File: src/rtl/pts_pkg.sv
// Shared types and sizing helpers for the parallel-to-serial stream serializer.
package pts_pkg;

  typedef enum logic {PTS_IDLE, PTS_SHIFT} pts_state_t;

  function automatic int beats(input int word_bits, input int lanes);
    return word_bits / lanes;
  endfunction

  // A single-beat word still needs a 1-bit counter.
  function automatic int cnt_bits(input int n);
    return (n > 1) ? $clog2(n) : 1;
  endfunction

endpackage

File: src/rtl/pts_shift_core.sv
// Shift register and beat counter: load, shift toward the output end with fill, clear to idle level.
module pts_shift_core
  import pts_pkg::*;
#(
  parameter int   WORD_BITS = 8,
  parameter int   LANES     = 1,
  parameter bit   SHIFT_MSB = 1'b1,
  parameter logic IDLE_VAL  = 1'b1
) (
  input  logic                 clk,
  input  logic                 rst,
  input  logic                 clear,
  input  logic                 load,
  input  logic                 shift,
  input  logic [WORD_BITS-1:0] load_data,
  output logic [LANES-1:0]     beat,
  output logic                 last
);

  localparam int BEATS = beats(WORD_BITS, LANES);
  localparam int CNT_W = cnt_bits(BEATS);
  localparam logic [WORD_BITS-1:0] ALL_FILL = {WORD_BITS{IDLE_VAL}};
  localparam logic [WORD_BITS-1:0] FILL_LO  = ALL_FILL >> (WORD_BITS - LANES);
  localparam logic [WORD_BITS-1:0] FILL_HI  = ALL_FILL << (WORD_BITS - LANES);
  localparam logic [CNT_W-1:0]     CNT_LAST = CNT_W'(BEATS - 1);

  logic [WORD_BITS-1:0] sr;
  logic [WORD_BITS-1:0] sr_shifted;
  logic [CNT_W-1:0]     cnt;

  // Vacated positions at the far end are refilled with the idle level.
  always_comb begin
    sr_shifted = SHIFT_MSB ? ((sr << LANES) | FILL_LO) : ((sr >> LANES) | FILL_HI);
  end

  always_ff @(posedge clk or posedge rst) begin
    if (rst) begin
      sr  <= ALL_FILL;
      cnt <= '0;
    end else if (clear) begin
      sr  <= ALL_FILL;
      cnt <= '0;
    end else if (load) begin
      sr  <= load_data;
      cnt <= '0;
    end else if (shift) begin
      sr  <= sr_shifted;
      cnt <= cnt + CNT_W'(1);
    end
  end

  assign beat = SHIFT_MSB ? sr[WORD_BITS-1 -: LANES] : sr[LANES-1:0];
  assign last = (cnt == CNT_LAST);

endmodule

File: src/rtl/pts_stream_serializer.sv
// Valid/ready parallel-to-serial converter with a one-deep holding buffer and
// back-to-back word streaming; LANES bits leave per shift_en tick.
module pts_stream_serializer
  import pts_pkg::*;
#(
  parameter int   WORD_BITS = 8,
  parameter int   LANES     = 1,
  parameter bit   SHIFT_MSB = 1'b1,
  parameter logic IDLE_VAL  = 1'b1
) (
  input  logic                 clk,
  input  logic                 rst,
  input  logic [WORD_BITS-1:0] in_data,
  input  logic                 in_valid,
  output logic                 in_ready,
  input  logic                 shift_en,
  input  logic                 flush,
  output logic [LANES-1:0]     serial_out,
  output logic                 busy,
  output logic                 word_start,
  output logic                 word_done
);

  if (WORD_BITS % LANES != 0) begin : g_bad_cfg
    $error("pts_stream_serializer: WORD_BITS must be a multiple of LANES");
  end

  pts_state_t           state, state_n;
  logic                 hold_full;
  logic [WORD_BITS-1:0] hold_data;
  logic                 word_start_q;
  logic                 accept, consume, load, shift, clear;
  logic [LANES-1:0]     core_beat;
  logic                 core_last;

  assign accept = in_valid & ~hold_full & ~flush;

  always_comb begin
    state_n   = state;
    load      = 1'b0;
    shift     = 1'b0;
    clear     = 1'b0;
    consume   = 1'b0;
    word_done = 1'b0;
    if (flush) begin
      state_n = PTS_IDLE;
      clear   = 1'b1;
    end else begin
      case (state)
        PTS_IDLE: begin
          if (hold_full) begin
            load    = 1'b1;
            consume = 1'b1;
            state_n = PTS_SHIFT;
          end
        end
        PTS_SHIFT: begin
          if (shift_en) begin
            if (core_last) begin
              word_done = 1'b1;
              // Reload straight from the buffer so the next word follows with no gap.
              if (hold_full) begin
                load    = 1'b1;
                consume = 1'b1;
              end else begin
                clear   = 1'b1;
                state_n = PTS_IDLE;
              end
            end else begin
              shift = 1'b1;
            end
          end
        end
        default: state_n = PTS_IDLE;
      endcase
    end
  end

  always_ff @(posedge clk or posedge rst) begin
    if (rst) begin
      state <= PTS_IDLE;
    end else begin
      state <= state_n;
    end
  end

  always_ff @(posedge clk or posedge rst) begin
    if (rst) begin
      hold_full    <= 1'b0;
      hold_data    <= '0;
      word_start_q <= 1'b0;
    end else begin
      word_start_q <= load;
      hold_full    <= flush ? 1'b0 : (accept | (hold_full & ~consume));
      if (accept) begin
        hold_data <= in_data;
      end
    end
  end

  pts_shift_core #(
    .WORD_BITS (WORD_BITS),
    .LANES     (LANES),
    .SHIFT_MSB (SHIFT_MSB),
    .IDLE_VAL  (IDLE_VAL)
  ) u_core (
    .clk       (clk),
    .rst       (rst),
    .clear     (clear),
    .load      (load),
    .shift     (shift),
    .load_data (hold_data),
    .beat      (core_beat),
    .last      (core_last)
  );

  assign in_ready   = ~hold_full;
  assign busy       = (state == PTS_SHIFT);
  assign word_start = word_start_q;
  assign serial_out = busy ? core_beat : {LANES{IDLE_VAL}};

endmodule

File: config.mk
export PLATFORM = sky130hd
export DESIGN_NAME = pts_stream_serializer
export DESIGN_NICKNAME = d
export VERILOG_FILES = /design/src/rtl/pts_pkg.sv /design/src/rtl/pts_shift_core.sv /design/src/rtl/pts_stream_serializer.sv
export SDC_FILE = /design/constraint.sdc
export NUM_CORES = 1
export LEC_CHECK = 0
export CAP_MARGIN = 20
export CORE_ASPECT_RATIO = 0.8
export CORE_MARGIN = 2
export CORE_UTILIZATION = 49
export CTS_CLUSTER_DIAMETER = 40
export DETAILED_ROUTE_END_ITERATION = 8
export PLACE_DENSITY = 0.74
export SETUP_SLACK_MARGIN = 0.02
export SYNTH_ARGS = -nofsm -noshare
export SYNTH_HDL_FRONTEND = slang
export SYNTH_SLANG_ARGS = --single-unit
File: constraint.sdc
create_clock -name clk -period 1.8 [get_ports clk]
set_input_delay 0.27 -clock clk [delete_from_list [all_inputs] [get_ports clk]]
set_output_delay 0.27 -clock clk [all_outputs]
set_load 0.005 [all_outputs]
### Yosys cells after proc, flatten, opt, wreduce, memory -nomap -nowiden

Index checks and enable logic that the tools add are counted.
W data, S select, Z words.

| word-level totals | value |
|---|---|
| bits in registers | 22 |
| input port bits | 13 |
| output and inout port bits | 5 |
| word-level logic and storage cells | 47 |

| operators by class | value |
|---|---|
| add/subtract/negate cells | 1 |
| eq/ne operators | 1 |
| mux-type cells | 30 |
| bitwise gates (word level) | 8 |
| reductions and logical operators | 1 |

Operators with widths:

| kind | count |
|---|---|
| $mux W8 | 3 |
| $mux W1 | 22 |
| $mux W3 | 3 |
| $not A1 Y1 | 4 |
| $pmux W1 S2 | 2 |
| $add A3 B1 Y3 const B | 1 |
| $and A1 B1 Y1 | 3 |
| $eq A3 B3 Y1 const B | 1 |
| $reduce_bool A3 Y1 | 1 |
| $or A1 B1 Y1 | 1 |

### Depth between registers and ports, before layout

Gate-level depths: netlist (run 1).

| depth | value |
|---|---|
| depth in word-level cells | 9 |
| mapped depth | 6 |
| gate-level depth less buffers | 5 |

### Modules after synthesis

A second synthesis (run 1) with hierarchy kept.

| second synthesis, totals | value |
|---|---|
| cells, all modules | 73 |
| area total of the unflattened synthesis | 992.2 µm² |

By module, submodules not included:

| module | instances | cells an instance | area each (µm²) | seq. area each (µm²) |
|---|---|---|---|---|
| pts_shift_core | 1 | 41 | 533.0 | 285.3 |
| pts_stream_serializer | 1 | 32 | 459.2 | 275.3 |

### Worst setup path after synthesis (run 1)

OpenSTA, ideal clock, no wires.

| path | value |
|---|---|
| kind | register to register |
| start | register u_core.cnt[0] |
| end | register u_core.sr[1] |
| library setup time | 0.083 ns |
| arrival | 1.447 ns |
| required time | 1.717 ns |
| path slack | 0.270 ns |
| cell stages (with the launch flop) | 6 |
| path buffers | 0 |
| clock period less this slack | 1.530 ns |
| cell sequence | dfrtp_1 ha_1 ha_1 a21bo_2 and3_1 o32a_1 |

| on the way | value |
|---|---|
| longest elaborated chain between the ends | 7 |
| elaborated cells between the ends (all ways) | 16 |
| classes of those cells | 1 x eq/ne; 14 x mux; 1 x reduce/logical |

Ends and longest elaborated chain:

| item | RTL line | source |
|---|---|---|
| start, declared | pts_shift_core.sv:29 | `logic [CNT_W-1:0] cnt;` |
| start signal, assigned | pts_shift_core.sv:48 | `cnt <= cnt + CNT_W'(1);` |
| $eq A3 B3 Y1 (*) | pts_shift_core.sv:53 | `assign last = (cnt == CNT_LAST);` |
| $mux W1 | pts_stream_serializer.sv:59 | `if (core_last) begin` |
| $mux W1 | pts_stream_serializer.sv:58 | `if (shift_en) begin` |
| $pmux W1 S2 | pts_stream_serializer.sv:49 | `case (state)` |
| $mux W1 | pts_stream_serializer.sv:45 | `if (flush) begin` |
| $mux W8 | pts_shift_core.sv:43 | `end else if (load) begin` |
| $mux W8 | pts_shift_core.sv:40 | `end else if (clear) begin` |
| end signal, assigned | pts_shift_core.sv:44 | `sr <= load_data;` |
| end signal, assigned | pts_shift_core.sv:47 | `sr <= sr_shifted;` |
| end, declared | pts_shift_core.sv:27 | `logic [WORD_BITS-1:0] sr;` |

Every way passes the cells marked *; elsewhere a longest branch is shown, timed or not.
A chain may end at the register's enable or synchronous reset.

### Worst setup path after layout (run 1)

| path | value |
|---|---|
| start | register u_core.sr[7] |
| end | output port serial_out |

| on the way | value |
|---|---|
| longest elaborated chain between the ends | 1 |

Ends and longest elaborated chain:

| item | RTL line | source |
|---|---|---|
| $mux W1 | pts_stream_serializer.sv:120 | `assign serial_out = busy ? core_beat : {LANES{IDLE_VAL}};` |
| end, declared | pts_stream_serializer.sv:18 | `output logic [LANES-1:0] serial_out,` |

No other way between the ends.

==> impl_metrics.toml, run 1 <==
[status]
status = "completed"

[cells_and_area]
fin_area_sq_um = 1370
mostFrequentLayoutCells = "clkdlybuf4s50_1, dfrtp_1, and3_1, mux2_4, dfstp_2"
fillerInstances = 170
area_growth_pct = 24.7
stdcell_count = 128
drive_gt1_share_pct = 34.0
antenna_cells = 0
mostFrequentLayoutCell = "clkdlybuf4s50_1"
fin_nets = 119

[setup_path]
cp-start-kind = "flip-flop"
worstPathRequired_ps = 1530
endpoint_kind = "output pin"
crit_type = "reg -> out"
worst-path-max-fanout = 2
arrival_ps = 1440

[synth]
syn-num-nets = 96
ys_seq_area_share_pct = 51.1
ys_ff_latch = 22
synth_cell_type_count = 27
ys_warn_count = 0
synthCells = 81
syn_area_per_cell_sq_um = 13.5
netlist_area_sq_um = 1100

[sta]
setup_viol = 0
fin_crit_sh_pct = 95.1
final_max_slew_viol_count = 0
fin_skew_ps = 2.12
setup_ws_ps = 88.3
grt_setup_unrepaired = "no"
fin_crit_ps = 1710
tightest_slew_ps = 561
fmax_mhz = 584
maxSlewHeadroom_pct = 62.6
finalSetupTns_ps = 0
hold_viol = 0

[cts]
cts_max_level = 1
cts.clk_slew.worst_paths_ps = 120
clockBufferDepth = 2
cts-buffers-inserted = 3
cts_tree = "built"
clkSinkCount = 22
cts_hold_buf = 0
cts_root_buffer = "clkbuf_4"
clock_latency_ps = 310

[floorplanning]
die_w_um = 56.9
die_h_um = 46.3
core_area_sq_um = 2140
io_pins = 18
rows = 15
die_area_sq_um = 2630
initial_core_util_pct = 51.2

[power]
ir_drop_mv = 0.658
switching_power_uw = 253
power_frac_clock_pct = 32.7
p_seq_share_pct = 50.7
power.share.switching_pct = 22.2
power_frac_comb_pct = 16.6
powerDensity_nw_per_um2 = 836
p_leak_uw = 0.000605
p_int_uw = 889
finalPower_uw = 1140

[place]
numPortBuffers = 17
hpwl_mm = 1.36
globalplace.congestion = 0.694
dp.cells = 123
placed_cell_area_sq_um = 1290
dp_slack_ps = -36.4

[job]
maxCapViolCount = 0

[grt]
grtUsageTotal_pct = 17.0
grt_max_degree = 23
grt_pass1_wl_mm = 3.30
grt_antenna_before_repair = 0
grt_pass1_vias = 684
grt.overflow.total = 0

[detailed_routing]
drt_iter0_markers = 14
routed_wl_mm = 1.97
drc = 0
avgRoutedWirePerCell_um = 15.4
viasPerCell = 5.76
ant_nets = 0
dr.pass1.iters = 4
num_vias = 737

[hold_path]
hp-class = "in -> async"
==> state kept, by name, summed over array words and instances, names as in the netlist <==
signal and cells:
busy 1, u_core.cnt 3, hold_full 1, word_start 1
hold_data 8, u_core.sr 8
==> through the flow <==
stage	utilization (%)	hold WS, ps
after detailed placement	60.1	488
after CTS	62.9	266
after floorplan	-	253
after global placement	60.1	477
final	63.9	269
after global routing	63.9	290
==> worst max-delay path, stage by stage (launching register included) <==
cell and delay, ps:
dfstp_2 550, nand2b_1 90, clkdlybuf4s50_1 490
==> layout make-up <==
cell class | instances | area [sq um] | area share (%)
Clock buffer | 3 | 22.5 | 1.65
Clock inverter | 1 | 30.0 | 2.20
Inverter | 5 | 18.8 | 1.37
Multi-Input combinational cell | 51 | 508 | 37.2
Sequential cell | 22 | 561 | 41.0
Tap cell | 25 | 31.3 | 2.29
Timing Repair Buffer | 21 | 195 | 14.3
==> repair_timing <==
action                                  4_1_cts  5_1_grt
endpoints found under the setup margin        1        7
buffers inserted                              1        0
resized for setup                             6        3
pin swaps                                     1        0
==> synth_stat cells, drive strengths merged <==
cell     number  share of area (%)
a211o         1               0.80
a211oi        1               0.69
a21bo         1               0.91
a21boi        7                4.8
a21oi         1               0.46
a22o          2                1.6
a2bb2oi       1               0.80
and2          1               0.57
and3          8                4.6
and4          1               0.91
buf           3                3.1
dfrtp        14                 32
dfstp         8                 19
ha            2                2.3
inv           5                1.7
mux2          9                 12
nand2b        1               0.57
nor2          1               0.34
nor2b         4                3.0
nor4b         1                1.4
o21a          1               0.69
o221ai        1                1.4
o32a          7                6.4
==> path summary, 6_finish.rpt <==
check	start	endpoint	slack (ps)	cells past startpoint
hold reg to reg	hold_data[0]$_DFFE_PP0P_	u_core.sr[0]$_DFFE_PP1P_	510	2
min in group clk	hold_data[0]$_DFFE_PP0P_	u_core.sr[0]$_DFFE_PP1P_	510	2
max in group asynchronous	rst	u_core.sr[0]$_DFFE_PP1P_	1250	3
setup / recovery	u_core.sr[7]$_DFFE_PP1P_	serial_out	90	2
setup reg to reg	u_core.cnt[1]$_DFFE_PP0P_	u_core.sr[7]$_DFFE_PP1P_	90	6
hold / removal	rst	u_core.cnt[2]$_DFFE_PP0P_	270	3
==> layer usage <==
metal	up-vias	routed length, um	GRT usage (%)
met3	2	99	6.18
met5	-	0	0
met2	17	914	27.0
met4	0	7	2.79
li1	354	-	-
met1	364	947	23.1
==> power by group through the flow <==
stage / clock, uW / combinational (uW) / sequential (uW)
final: 373 / 190 / 579
after floorplan: 0 / 130 / 574
after global routing: 406 / 207 / 587
after CTS: 387 / 186 / 579
after global placement: 0 / 179 / 584
after detailed placement: 0 / 185 / 586
==> kinds of logic (layout without fill, tap and decap cells) <==
family / after synthesis / after routing / share of synthesized area, %
flops: 22 / 22 / 51.1
simple gates: 17 / 17 / 11.3
fa+ha+maj: 2 / 2 / 2.28
buf+inv: 8 / 30 / 4.79
compound gates: 23 / 23 / 18.5
mux: 9 / 9 / 12.0
No activity file was read; power rests on OpenSTA's default activity.
==> run 2: changes to the inputs <==
--- a/config.mk
+++ b/config.mk
@@ -12,6 +12,7 @@
 export CTS_CLUSTER_DIAMETER = 40
 export DETAILED_ROUTE_END_ITERATION = 8
 export PLACE_DENSITY = 0.74
+export RECOVER_POWER = 100
 export SETUP_SLACK_MARGIN = 0.02
 export SYNTH_ARGS = -nofsm -noshare
 export SYNTH_HDL_FRONTEND = slang
==> run 2 against run 1 <==
Compared with the run above:
- register-to-register slack hardly changed
- largest cell class unchanged
- via count is 1.2% lower
- global-route usage stayed put
- critical path depth stayed put
- final area is 2.5% lower
==> impl_metrics.toml, run 2 (same netlist as run 1, synthesis figures left out) <==
[power]
powerDensity_nw_per_um2 = 831
power.share.switching_pct = 22.4
finalPower_uw = 1110
switching_power_uw = 248
p_int_uw = 858
p_leak_uw = 0.000578
power_frac_comb_pct = 14.3
power_frac_clock_pct = 33.7
p_seq_share_pct = 52.0
ir_drop_mv = 0.655

[cells_and_area]
reg_top3 = "hold_data: 8 flops, u_core.sr: 8 flops, u_core.cnt: 3 flops"
fin_nets = 119
final_util_pct = 62.3
mostFrequentLayoutCells = "dfrtp_1, clkdlybuf4s50_1, and3_1, mux2_1"
fin_area_sq_um = 1330
area_growth_pct = 21.6
stdcell_count = 128
drive_gt1_share_pct = 24.3
mostFrequentLayoutCell = "dfrtp_1"
antenna_cells = 0

[cts]
cts_max_level = 1
clockBufferDepth = 2
cts-buffers-inserted = 3
cts.clk_slew.worst_paths_ps = 120
cts_root_buffer = "clkbuf_4"
clock_latency_ps = 310
clkSinkCount = 22
cts_tree = "built"
cts_hold_buf = 0

[detailed_routing]
drc = 0
num_vias = 728
viasPerCell = 5.69
avgRoutedWirePerCell_um = 15.4
dr.pass1.iters = 3
routed_wl_mm = 1.97
drt_iter0_markers = 10
ant_nets = 0

[grt]
grt_max_degree = 23
grtUsageTotal_pct = 17.0
grt_antenna_before_repair = 0
grt_pass1_wl_mm = 3.30
grt.overflow.total = 0
grt_pass1_vias = 684

[setup_path]
arrival_ps = 1450
endpoint_kind = "output pin"
crit_type = "reg -> out"
worst-path-max-fanout = 2
cp-start-kind = "flip-flop"
worstPathRequired_ps = 1530

[floorplanning]
die_w_um = 56.9
die_area_sq_um = 2630
core_area_sq_um = 2140
die_h_um = 46.3
rows = 15
io_pins = 18
initial_core_util_pct = 51.2

[status]
status = "completed"

[sta]
fin_crit_sh_pct = 95.3
final_max_slew_viol_count = 0
setup_viol = 0
fin_crit_ps = 1720
hold_viol = 0
finalSetupTns_ps = 0
grt_setup_unrepaired = "no"
maxSlewHeadroom_pct = 24.7
fin_skew_ps = 2.95
fmax_mhz = 583
tightest_slew_ps = 1130

[place]
numPortBuffers = 17
hpwl_mm = 1.36
globalplace.congestion = 0.694
dp.cells = 123
placed_cell_area_sq_um = 1290

[hold_path]
hp-class = "reg -> reg"

[job]
maxCapViolCount = 0
-- run 2: cell count changes in the layout (fill, tap and decap cells not counted), sizes merged --
cell / change
clkbuf: +1
clkdlybuf4s50: -3
dlygate4sd3: +3
buf: -1
-- run 2: area by class of cell --
cell class / instances / area, sq um
fillers: 175 / 807
flip-flops and latches: 22 / 561
multi-input cells: 51 / 478
repair buffers: 21 / 191
well taps: 25 / 31.3
clock inverters: 1 / 30.0
clock buffers: 3 / 22.5
inverters: 5 / 18.8
-- run 2: stage by stage --
step,setup slack [ps],hold WS [ps]
after floorplan,270,253
after detailed placement,-36.4,488
after global placement,40.3,477
after CTS,35.7,266
final,85.0,499
after global routing,22.6,525
-- run 2: power groups by stage --
stage	clock [uW]	sequential, uW	combinational [uW]
2_1_floorplan	0	574	130
3_3_place_gp	0	584	179
3_5_place_dp	0	586	185
4_1_cts	387	579	186
5_1_grt	406	583	177
6_report	373	576	158
-- run 2: critical path, cell delays in order, from the launching register on --
cell and delay, ps:
dfstp_1 550, nand2b_1 100, clkdlybuf4s50_1 490
-- run 2: worst paths after layout --
check	slack, ps	depth (start not counted)	start	end
setup / recovery	80	2	u_core.sr[7]$_DFFE_PP1P_	serial_out
min in group asynchronous	730	3	rst	u_core.cnt[2]$_DFFE_PP0P_
max in group asynchronous	390	3	rst	busy$_DFF_PP0_
hold reg to reg	500	2	hold_data[0]$_DFFE_PP0P_	u_core.sr[0]$_DFFE_PP1P_
hold / removal	500	2	hold_data[0]$_DFFE_PP0P_	u_core.sr[0]$_DFFE_PP1P_
setup reg to reg	80	6	u_core.cnt[1]$_DFFE_PP0P_	u_core.sr[7]$_DFFE_PP1P_
-- run 2: repair_timing --
action	in CTS	in global routing
pin swaps	1	0
buffers inserted	1	0
gates resized for setup	6	3
endpoints found under the setup margin	1	7
-- run 2: routing by layer --
layer | vias up | share of wire [%] | track usage, %
met2 | 15 | 46 | 27.0
met4 | 0 | 0.36 | 2.79
met3 | 2 | 5.0 | 6.18
met5 | - | 0 | 0
met1 | 356 | 48 | 23.1
li1 | 355 | - | -
==> run 3: changes to the inputs <==
--- a/config.mk
+++ b/config.mk
@@ -5,6 +5,7 @@
 export SDC_FILE = /design/constraint.sdc
 export NUM_CORES = 1
 export LEC_CHECK = 0
+export ABC_AREA = 1
 export CAP_MARGIN = 20
 export CORE_ASPECT_RATIO = 0.8
 export CORE_MARGIN = 2
@@ -12,7 +13,7 @@
 export CTS_CLUSTER_DIAMETER = 40
 export DETAILED_ROUTE_END_ITERATION = 8
 export PLACE_DENSITY = 0.74
-export RECOVER_POWER = 100
+export RECOVER_POWER = 25
 export SETUP_SLACK_MARGIN = 0.02
 export SYNTH_ARGS = -nofsm -noshare
 export SYNTH_HDL_FRONTEND = slang
==> run 3 against run 2 <==
Compared with the run above:
- clock skew decreased by 0.88 ps
- worst setup slack improved by 5.7 ps
- critical path depth increased by 1
- fmax grew 0.33%
- via count increased by 27%
- synthesized area up 2.6%
- clock power fell by 29%
- synthesized cell count rose by 60%
- first-iteration DRC count is 30% higher
- combinational power increased by 55%
- sequential power increased by 12%
- largest cell class unchanged
- largest power group unchanged
- highest routed layer unchanged
==> impl_metrics.toml, run 3 <==
[status]
status = "completed"

[synth]
synth_edf_count = 0
ys_warn_count = 0
synth_xor_area_share_pct = 0.779
syn-num-nets = 145
synth-compound-area-share_pct = 4.67
synth_area_leaders = "dfrtp_1, dfstp_2, nand2_1"
synth_mux_area_share_pct = 0
synth_most_common_cell = "nand2_1"
synthArstFlopShare_pct = 100
synth_fa_ha_area_share_pct = 2.22
synth.top_cell.area_share_pct = 31.1
synth_cell_type_count = 21
ys_ff_latch = 22
ys_seq_area_share_pct = 49.8
syn_area_per_cell_sq_um = 8.65
synthCells = 130
synth_flop_cell = "dfrtp_1"
netlist_area_sq_um = 1120
synth_common_cells = "nand2_1, nand3_1, dfrtp_1"
synth_top_family_by_area = "simple AND/OR/NAND/NOR gates"
synthSimpleGateAreaFrac_pct = 32.8
yosysTopAreaCell = "dfrtp_1"

[cts]
cts-buffers-inserted = 3
clock_latency_ps = 310
cts.clk_slew.worst_paths_ps = 110
cts_root_buffer = "clkbuf_4"
cts_hold_buf = 0
clockBufferDepth = 2
clkSinkCount = 22
cts_max_level = 1
cts_tree = "built"

[cells_and_area]
antenna_cells = 0
area_growth_pct = 20.8
stdcell_count = 176
fin_nets = 167
reg_top3 = "hold_data: 8 flops, u_core.sr: 8 flops, u_core.cnt: 3 flops"
mostFrequentLayoutCell = "nand2_1"
mostFrequentLayoutCells = "nand2_1, nand3_1, clkdlybuf4s50_1"
drive_gt1_share_pct = 17.9

[power]
finalPower_uw = 1160
p_leak_uw = 0.000685
p_seq_share_pct = 55.9
power_frac_comb_pct = 21.2
power_frac_clock_pct = 22.9
switching_power_uw = 322
power.share.switching_pct = 27.8
powerDensity_nw_per_um2 = 852
ir_drop_mv = 0.526
p_int_uw = 835

[sta]
fin_crit_ps = 1710
tightest_slew_ps = 1160
fmax_mhz = 585
maxSlewHeadroom_pct = 22.9
whs_ps = 497
setup_viol = 0
hold_viol = 0
fin_skew_ps = 2.06
grt_setup_unrepaired = "no"
finalSetupTns_ps = 0
fin_crit_sh_pct = 95.0
setup_ws_ps = 90.7
final_max_slew_viol_count = 0

[floorplanning]
core_area_sq_um = 2160
die_w_um = 57.6
die_h_um = 46.9
io_pins = 18
die_area_sq_um = 2700
initial_core_util_pct = 52.1
rows = 15

[setup_path]
endpoint_kind = "output pin"
crit_start = "u_core.sr[7]$_DFFE_PP1P_"
path_cells = "inv_1, nand2_1, clkdlybuf4s50_1"
arrival_ps = 1440
worst-path-max-fanout = 2
crit_type = "reg -> out"
cpMaxStageDelayCell = "dfstp_2"
worstPathRequired_ps = 1530
cp-start-kind = "flip-flop"
r2r_start = "u_core.cnt[0]$_DFFE_PP0P_"
cp_top_family = "flip-flops"
slowest_delay_ps = 550
critPathBufInv = 2

[grt]
grt_pass1_vias = 867
grt_pass1_wl_mm = 3.66
grtUsageTotal_pct = 18.3
grt.overflow.total = 0
grt_antenna_before_repair = 0
grt_max_degree = 23

[detailed_routing]
drt_iter0_markers = 13
viasPerCell = 5.26
ant_nets = 0
drc = 0
dr.pass1.iters = 4
num_vias = 925
avgRoutedWirePerCell_um = 12.1
routed_wl_mm = 2.13

[place]
dp_slack_ps = 34.5
numPortBuffers = 17
globalplace.congestion = 0.747
dp.cells = 170
hpwl_mm = 1.54

[job]
maxCapViolCount = 0

[hold_path]
hp-class = "reg -> reg"
min_from = "hold_data[3]$_DFFE_PP0P_"
[run 3: final timing paths]
check	end	slack [ps]	cells after the start
setup reg to reg	u_core.sr[7]$_DFFE_PP1P_	230	8
max in group asynchronous	u_core.cnt[1]$_DFFE_PP0P_	370	3
min in group asynchronous	hold_data[2]$_DFFE_PP0P_	750	3
hold reg to reg	hold_data[3]$_DFFE_PP0P_	500	2
hold / removal	hold_data[3]$_DFFE_PP0P_	500	2
setup / recovery	serial_out	90	3
[run 3: per-layer routing]
metal  track usage [%]  vias up  wire [um]
met5                 0        -          0
met4              6.98        0         38
met3              4.96        4         59
met2              32.5       10       1040
met1              21.8      447        985
li1                  -      464          -
[run 3: cells by family after synthesis]
family | Yosys count
compound gates | 10
buf+inv | 20
xor+xnor | 1
flops | 22
simple gates | 75
fa+ha+maj | 2
[run 3: cell type report]
cell class / instances / area [sq um]
clock buffers: 4 / 36.3
fillers: 179 / 800
inverters: 15 / 56.3
multi-input cells: 88 / 475
flip-flops and latches: 22 / 561
well taps: 25 / 31.3
repair buffers: 22 / 199
[run 3: metrics by stage]
step / cell area, sq um / util [%]
5_1_grt: 1360 / 63.0
4_1_cts: 1360 / 62.8
3_5_place_dp: 1300 / 60.1
2_1_floorplan: 1120 / -
3_3_place_gp: 1300 / 60.1
6_report: 1360 / 63.0
[run 3: power groups by stage]
stage	combinational, uW	sequential (uW)	clock [uW]
floorplan	176	642	0
global placement	234	652	0
detailed placement	243	655	0
CTS	250	646	279
global route	285	658	296
finish	245	647	265
[run 3: worst register-to-register path, cell delays in order (launching register included)]
cell,delay [ps]
dfrtp_1,400
ha_2,200
ha_4,170
nand2_1,70
nand2_2,130
nand2_4,230
nand3_4,150
nand2_1,100
nand2_1,50
[run 3: repair_timing]
| item | CTS | global route |
|---|---|---|
| setup endpoints to repair | 1 | 1 |
| buffers inserted | 2 | 0 |
| gates resized for setup | 4 | 3 |
